===== src/rtl/des_input_loader.sv =====
// des_input_loader: packs 32-bit words into 64-bit DES blocks and key,
// buffers blocks in a 2-entry FIFO and plays them out in fixed slots.
//
// Ports:
//   clk, nrst                       clock, async active-low reset
//   wr_valid/wr_ready/wr_data       32-bit word handshake
//   wr_is_key, mode_in              word type, mode (with 2nd key word)
//   des_enable/des_data/des_key     DES block drive
//   des_encr_decr                   registered mode
//   busy                            loader or DES pipeline active
module des_input_loader #(
    parameter int SLOT_LEN     = 8,
    parameter int DRAIN_CYCLES = 24
) (
    input  logic        clk,
    input  logic        nrst,
    input  logic        wr_valid,
    output logic        wr_ready,
    input  logic [31:0] wr_data,
    input  logic        wr_is_key,
    input  logic        mode_in,
    output logic        des_enable,
    output logic [63:0] des_data,
    output logic [63:0] des_key,
    output logic        des_encr_decr,
    output logic        busy
);

    localparam int SW = $clog2(SLOT_LEN + 1);
    localparam int DW = $clog2(DRAIN_CYCLES + 2);

    typedef enum logic {
        IDLE,
        RUN
    } state_t;

    state_t          state;
    state_t          state_nxt;
    logic [SW-1:0]   slot_cnt;
    logic [SW-1:0]   slot_nxt;
    logic [DW-1:0]   drain_cnt;
    logic [DW-1:0]   drain_nxt;
    logic            en_nxt;
    logic            pop;

    logic [63:0]     fifo_mem [2];
    logic            rd_ptr;
    logic            wr_ptr;
    logic [1:0]      fifo_count;

    logic [31:0]     stage;
    logic            half_ptr;
    logic            key_ptr;

    logic            data_rdy;
    logic            key_ok;
    logic            accept;
    logic            push;
    logic            key_wr;

    // Registered state only: a pop in this cycle does not free a slot.
    assign data_rdy = ~half_ptr | (fifo_count != 2'd2);

    assign key_ok = (state == IDLE) & (fifo_count == 2'd0)
                  & (drain_cnt == '0) & ~half_ptr;

    assign wr_ready = wr_is_key ? key_ok : (data_rdy & ~key_ptr);

    assign accept = wr_valid & wr_ready;
    assign push   = accept & ~wr_is_key & half_ptr;
    assign key_wr = accept & wr_is_key;

    assign busy = (state == RUN) | (fifo_count != 2'd0)
                | (drain_cnt != '0) | half_ptr | key_ptr;

    always_comb begin
        state_nxt = state;
        slot_nxt  = slot_cnt;
        drain_nxt = drain_cnt;
        en_nxt    = des_enable;
        pop       = 1'b0;
        unique case (state)
            IDLE: begin
                if (drain_cnt != '0)
                    drain_nxt = drain_cnt - 1'b1;
                if (fifo_count != 2'd0) begin
                    pop       = 1'b1;
                    en_nxt    = 1'b1;
                    slot_nxt  = '0;
                    drain_nxt = '0;
                    state_nxt = RUN;
                end
            end
            RUN: begin
                if (slot_cnt == SW'(SLOT_LEN - 1)) begin
                    if (fifo_count != 2'd0) begin
                        pop      = 1'b1;
                        slot_nxt = '0;
                    end else begin
                        en_nxt    = 1'b0;
                        drain_nxt = DW'(DRAIN_CYCLES);
                        state_nxt = IDLE;
                    end
                end else begin
                    slot_nxt = slot_cnt + 1'b1;
                end
            end
            default: state_nxt = IDLE;
        endcase
    end

    always_ff @(posedge clk or negedge nrst) begin
        if (!nrst) begin
            state      <= IDLE;
            slot_cnt   <= '0;
            drain_cnt  <= '0;
            des_enable <= 1'b0;
        end else begin
            state      <= state_nxt;
            slot_cnt   <= slot_nxt;
            drain_cnt  <= drain_nxt;
            des_enable <= en_nxt;
        end
    end

    always_ff @(posedge clk or negedge nrst) begin
        if (!nrst) begin
            fifo_mem[0] <= '0;
            fifo_mem[1] <= '0;
            rd_ptr      <= 1'b0;
            wr_ptr      <= 1'b0;
            fifo_count  <= 2'd0;
            des_data    <= '0;
        end else begin
            if (push) begin
                fifo_mem[wr_ptr] <= {stage, wr_data};
                wr_ptr           <= ~wr_ptr;
            end
            if (pop) begin
                des_data <= fifo_mem[rd_ptr];
                rd_ptr   <= ~rd_ptr;
            end
            unique case ({push, pop})
                2'b10:   fifo_count <= fifo_count + 2'd1;
                2'b01:   fifo_count <= fifo_count - 2'd1;
                default: fifo_count <= fifo_count;
            endcase
        end
    end

    always_ff @(posedge clk or negedge nrst) begin
        if (!nrst) begin
            stage    <= '0;
            half_ptr <= 1'b0;
        end else if (accept & ~wr_is_key) begin
            if (!half_ptr)
                stage <= wr_data;
            half_ptr <= ~half_ptr;
        end
    end

    always_ff @(posedge clk or negedge nrst) begin
        if (!nrst) begin
            des_key       <= '0;
            des_encr_decr <= 1'b0;
            key_ptr       <= 1'b0;
        end else if (key_wr) begin
            if (!key_ptr) begin
                des_key[63:32] <= wr_data;
            end else begin
                des_key[31:0]  <= wr_data;
                des_encr_decr  <= mode_in;
            end
            key_ptr <= ~key_ptr;
        end
    end

endmodule


===== config.mk =====
export PLATFORM = sky130hd
export DESIGN_NAME = des_input_loader
export DESIGN_NICKNAME = d
export VERILOG_FILES = /design/src/rtl/des_input_loader.sv
export SDC_FILE = /design/constraint.sdc
export NUM_CORES = 1
export LEC_CHECK = 0
export BUFFER_PORTS_ARGS = -buffer_cell sky130_fd_sc_hd__buf_2
export CAP_MARGIN = 20
export CORE_ASPECT_RATIO = 0.6
export CORE_MARGIN = 2
export CORE_UTILIZATION = 25
export DETAILED_ROUTE_END_ITERATION = 16
export GPL_TIMING_DRIVEN = 0
export RECOVER_POWER = 100
export SKIP_LAST_GASP = 1
export SYNTH_ARGS = -nofsm -noshare
export SYNTH_HDL_FRONTEND = slang
export SYNTH_SLANG_ARGS = --single-unit

===== constraint.sdc =====
create_clock -name clk -period 4.58 [get_ports clk]
set_input_delay 0.458 -clock clk [delete_from_list [all_inputs] [get_ports clk]]
set_output_delay 0.458 -clock clk [all_outputs]
set_load 0.05 [all_outputs]

==> flow_summary.ini, run 1 <==
[placed_design]
gp_congestion = 0.730
dp.cells = 1601
dpl.hpwl_mm = 21.0
io_buffers = 168

[sta]
rsz0062_at_grt = false
maxSlewHeadroom_pct = -39.8
slew_viol_final = 77
finalHoldViolations = 0
fin_crit_sh_pct = 76.4
max_freq_ghz = 0.286
worst_slew_pin_slew_ns = 2.10
period_minus_slack_ns = 3.50
fin_skew_ns = 0.0172
setup_violations = 0
timing.setup.tns_ns = 0

[cts]
cts.path.max_buffers = 3
clkLatencyLatePin_ns = 0.53
cts_setup_buffers = 0
cts_inserted_buffers = 34
cts_tree = yes
cts_sinks = 306
cts_root_buf = clkbuf_16
clk_pin_slew_ns = 0.06
h-tree-depth = 2

[power_and_ir_drop]
peakVddDrop_mv = 0.308
p_per_area_nw_per_um2 = 751
leakage_nw = 6.66

[worst_setup_path]
critPathMostFrequentCell = clkbuf_1
crit_path_start_kind = flip-flop
crit_type = flip-flop to flip-flop
r2r_end = des_key[49]
path_max_fanout = 10
crit_path_end_kind = flip-flop
arrival_ns = 3.90
timing.reg2reg.worst_path_depth = 7
r2r_slack_ns = 1.08
crit_chain = inv_1 > ha_1 > or4b_1 > clkbuf_1 > nor4_4 > clkbuf_1 > mux2_2
required_ns = 4.98
max_stage_delay_ns = 0.75
timing.rr.start = drain_cnt[0]
cp_slowest_cell = clkbuf_1

[finish]
drive_above_1_share_pct = 41.4
fill_cells = 4977
area_growth_syn_to_layout_pct = 20.2
seqCellArea_sq_um = 7660
fin_cells = 1663
final_nets = 1029
multiInputGateArea_sq_um = 4510

[floorplanning]
core-area_sq_um = 49400
die_h_um = 177
io_pins = 169
initial_core_util_pct = 25.3
die_w_um = 293
rows = 63
dieArea_sq_um = 51900

[drt]
antenna_left = 0
remaining_drc_errors = 0
wire_per_inst_um = 18.8
viasPerCell = 4.27
drt_iter0_markers = 217
vias = 7109
dr.pass1.iters = 4
wl_mm = 31.2

[global_route]
grt.total_usage_pct = 12.2
grt_overflow = 0
grt_pass1_vias = 7504
grt_max_degree = 120
antenna_found_initial = 0
grt_pass1_wl_mm = 47.8

[yosys]
netlist_area_sq_um = 12500
async_flop_share_pct = 100
ys_seq_area_share_pct = 61.2
ys_seq_elements = 306
synthFlopType = dfrtp_1
synthSimpleGateAreaFrac_pct = 1.89
synthXorXnorAreaFrac_pct = 0.560
synthMuxAreaShare_pct = 32.9
syn_area_per_cell_sq_um = 16.0
synth-adder-area-share_pct = 0.400
syn_nets = 822
synth_cell_types = 41
synth_compound_gate_area_share_pct = 1.14
synth-edff-count = 0
synthCells = 781
synth_top_family_by_area = multiplexers
synth_warnings = 0

[min_path]
min_to = des_encr_decr
min_from = mode_in
whs_path_depth = 2
hold_path_class = input pin to flip-flop

[outcome]
failed_checks = capacitance limit, slew limit
outcome = finished with violations

[flow_run]
maxCapViolations = 1
==> stage by stage <==
step	power [mW]	worst slack, ns	hold WS (ns)	area (sq um)	utilization [%]
5_1_grt	12.0	0.883	0.149	15100	30.5
3_5_place_dp	8.74	1.42	0.473	14200	28.8
3_3_place_gp	8.62	-2.90	0.476	14200	28.7
2_1_floorplan	7.55	2.26	0.162	12500	-
4_1_cts	11.7	1.35	0.136	15400	31.2
6_report	11.3	1.08	0.167	15100	30.5
==> registers in the layout, summed over array words and instances (netlist names), 2 cells and up <==
signal and flops:
slot_cnt 4, drain_cnt 5, fifo_mem 128, des_data 64, fifo_count 2, des_key 64, stage 32
==> layout make-up <==
type | count | share of cell area, %
Antenna cell | 1 | 0.0166
Buffer | 42 | 1.05
Clock buffer | 50 | 6.94
Clock inverter | 10 | 0.707
Inverter | 5 | 0.125
Multi-Input combinational cell | 428 | 30.0
Sequential cell | 306 | 50.9
Tap cell | 650 | 5.40
Timing Repair Buffer | 171 | 4.92
==> synth_stat cells, drive strengths merged (4+ instances only) <==
master  instances  share of area (%)
a21oi           4               0.16
buf            16                1.0
clkbuf         26               0.78
dfrtp         306                 61
ha              4               0.40
inv             5               0.15
mux2          353                 33
nand2           5               0.15
nand3           6               0.24
nor2            6               0.18
o21ai           6               0.24
xnor2           5               0.35
==> layout by cell type (no fill, tap or decap), types with 4 or more instances in the layout <==
| cell | n |
|---|---|
| clkbuf_1 | 179 |
| clkinv_2 | 6 |
| nand2_1 | 5 |
| nand3_1 | 6 |
| clkbuf_8 | 7 |
| inv_1 | 5 |
| o21ai_0 | 6 |
| mux2_1 | 29 |
| ha_1 | 4 |
| clkbuf_16 | 37 |
| nor2_1 | 6 |
| xnor2_1 | 5 |
| mux2_2 | 321 |
| a21oi_1 | 4 |
| buf_2 | 35 |
| dfrtp_1 | 306 |
==> layer usage <==
metal	share of wire, %	global-route usage, %	wire, um	vias up
li1	-	-	-	3209
met1	48	16.8	15000	3718
met2	45	19.0	14000	133
met3	5.0	3.09	1570	49
met4	2.1	3.18	656	0
met5	0	0	0	-
==> cell families (layout without fill, tap and decap cells) <==
family          after synthesis  count (layout)
mux                         356             356
flops                       306             306
buf+inv                      47             278
simple gates                 38              38
compound gates               22              22
xor+xnor                      8               8
fa+ha+maj                     4               4
other cells                   0               1
==> power breakdown <==
part	switching, mW	internal [mW]
Combinational	2.47	1.64
Sequential	0.584	3.80
Clock	1.13	1.70
Total	4.18	7.13
==> timing repair <==
action,CTS,global route
endpoints found under the hold margin,76,0
resized for setup,0,0
endpoints found under the setup margin,0,0
hold buffers,1,0
==> how the worst max path moves through the flow <==
stage,slack (ns),startpoint,depth (start not counted),endpoint
2_1_floorplan,2.26,drain_cnt[0],8,des_key[10]
3_3_place_gp,-2.90,nrst,1,des_key[49]
3_5_place_dp,1.42,drain_cnt[0],7,des_key[52]
4_1_cts,1.35,drain_cnt[0],7,des_key[49]
5_1_grt,0.88,drain_cnt[0],7,des_key[49]
6_report,1.08,drain_cnt[0],7,des_key[49]
==> worst max-delay path, delay by kind of cell, from the launching register on <==
family / cells / cell delay, ns
DFF: 1 / 0.43
adders and majority gates: 1 / 0.24
and+or+nand+nor: 2 / 1.21
buffers and inverters: 3 / 1.07
muxes: 1 / 0.41
Note: power is estimated with default switching activity, not from simulation.
==> run 2: changes to the inputs <==
==> constraint.sdc (replaced) <==
create_clock -name clk -period 3 [get_ports clk]
set_input_delay 0.3 -clock clk [delete_from_list [all_inputs] [get_ports clk]]
set_output_delay 0.3 -clock clk [all_outputs]
set_load 0.05 [all_outputs]
==> run 2 against run 1 <==
Effect of this change:
- the run still ends with capacitance limit, slew limit left
- cell count up 0.24%
- critical path depth did not move
- clock power increased by 53%
- setup slack worse by 0.96 ns
- non-clock buffer count grew 2
- critical endpoint is now wr_ready
==> flow_summary.ini, run 2 (same netlist as run 1, synthesis figures left out) <==
[outcome]
outcome = finished with violations
failed_checks = capacitance limit, slew limit

[finish]
final_nets = 1031
final_common_cell = mux2_2
layout_common_cells = mux2_2, dfrtp_1, clkbuf_1
largestRegisters = fifo_mem: 128 flops, des_data: 64 flops, des_key: 64 flops
largest_reg_flops = 128
fin_cells = 1667
drive_above_1_share_pct = 43.5
top_register = fifo_mem
area_growth_syn_to_layout_pct = 20.8

[floorplanning]
rows = 63
die_h_um = 177
initial_core_util_pct = 25.3
dieArea_sq_um = 51900
core-area_sq_um = 49400
io_pins = 169
die_w_um = 293

[min_path]
min_from = wr_data[21]
hold_path_class = input pin to flip-flop
min_to = des_key[21]
whs_path_depth = 2

[drt]
remaining_drc_errors = 0
dr.pass1.iters = 4
drt_iter0_markers = 207
wl_mm = 31.2
vias = 7113
viasPerCell = 4.27
antenna_left = 0
wire_per_inst_um = 18.7

[worst_setup_path]
crit_path_end_kind = output port
cp_num_buf_inv = 3
crit_type = flip-flop to output port
arrival_ns = 2.58
cp_slowest_cell = or4b_1
timing.rr.start = drain_cnt[0]
timing.reg2reg.worst_path_depth = 8
max_stage_delay_ns = 0.47
r2r_slack_ns = 0.14
required_ns = 2.70
path_max_fanout = 6
r2r_end = des_key[28]
crit_path_start_kind = flip-flop
crit_family = buffers and inverters
crit_chain = inv_1 > ha_1 > or4b_1 > buf_2 > o21ai_0 > o21a_1 > clkbuf_2

[sta]
max_freq_ghz = 0.348
maxSlewHeadroom_pct = -38.0
slew_viol_final = 77
rsz0062_at_grt = false
worst_slew_pin_slew_ns = 2.07
period_minus_slack_ns = 2.88
setup_violations = 0
fin_skew_ns = 0.0171
fin_crit_sh_pct = 95.9
final.setup.worst_slack_ns = 0.124
finalHoldViolations = 0

[global_route]
antenna_found_initial = 0
grt_pass1_wl_mm = 47.8
grt_max_degree = 120
grt.total_usage_pct = 12.2
grt_overflow = 0
grt_pass1_vias = 7512

[power_and_ir_drop]
p_total_mw = 17.3
p_comb_share_pct = 36.3
p_switching_mw = 6.37
p_int_mw = 10.9
swShare_pct = 36.9
pwr-share-seq_pct = 38.7
peakVddDrop_mv = 0.470
leakage_nw = 6.73
power.share.clock_pct = 24.9
p_per_area_nw_per_um2 = 1140

[placed_design]
dp.cells = 1601
dpl.hpwl_mm = 21.0
pre_cts_ws_ns = -0.161
io_buffers = 168
gp_congestion = 0.730

[cts]
cts_inserted_buffers = 34
cts_root_buf = clkbuf_16
h-tree-depth = 2
cts_sinks = 306
clkLatencyLatePin_ns = 0.53
clk_pin_slew_ns = 0.06
cts.path.max_buffers = 3
cts_tree = yes

[flow_run]
maxCapViolations = 1
run 2: changes by cell type in the layout (fill, tap and decap cells not counted), moves of 2 or more:
cell	delta
diode_2	+2
buf_4	+3
clkbuf_2	+10
mux2_1	-5
mux2_4	+5
clkbuf_1	-16
buf_2	+3
buf_12	+2
run 2: metrics by stage:
| step | setup TNS [ns] | util (%) | hold WS, ns | cell area (sq um) |
|---|---|---|---|---|
| 2_1_floorplan | 0 | - | 0.00441 | 12500 |
| 3_3_place_gp | -1310.10 | 28.7 | 0.476 | 14200 |
| 3_5_place_dp | -3.33 | 28.8 | 0.345 | 14200 |
| 4_1_cts | 0 | 31.2 | 0.0459 | 15400 |
| 5_1_grt | 0 | 30.6 | 0.0564 | 15100 |
| 6_report | 0 | 30.6 | 0.0694 | 15100 |
run 2: worst max-delay path by stage:
stage	startpoint	end	slack, ns	depth (start not counted)
global placement	nrst	des_key[49]	-4.33	1
global route	drain_cnt[0]	des_key[19]	0.02	8
floorplan	drain_cnt[0]	des_key[10]	0.68	8
detailed placement	drain_cnt[0]	des_key[52]	-0.16	7
CTS	drain_cnt[0]	busy	0.11	6
finish	drain_cnt[0]	wr_ready	0.12	7
run 2: final cells by class:
type | instances | area, sq um
fill | 4964 | 34300
sequential | 306 | 7660
multi-input combinational | 428 | 4530
clock buffer | 50 | 1040
tap | 650 | 813
timing repair buffer | 173 | 766
buffer | 42 | 183
clock inverter | 10 | 106
inverter | 5 | 18.8
antenna | 3 | 7.51
run 2: timing repair:
action                                 CTS  global route
endpoints found under the hold margin   77             0
hold buffers                             2             0
setup endpoints to repair               31             0
setup buffers                            1             0
gates resized for setup                  1             0
run 2: power by group through the flow:
stage / Combinational (mW) / Clock [mW] / Sequential, mW
after CTS: 6.62 / 4.49 / 6.69
after global routing: 6.75 / 4.67 / 6.93
after detailed placement: 6.59 / 0 / 6.75
after global placement: 6.49 / 0 / 6.67
final: 6.28 / 4.31 / 6.69
after floorplan: 3.13 / 0 / 8.39
run 2: per-layer routing:
metal  GRT usage (%)  wire length [um]  up-vias
li1                -                 -     3225
met1            16.9             15100     3709
met2            19.0             13900      128
met3            3.09              1530       51
met4            3.18               667        0
met5               0                 0        -
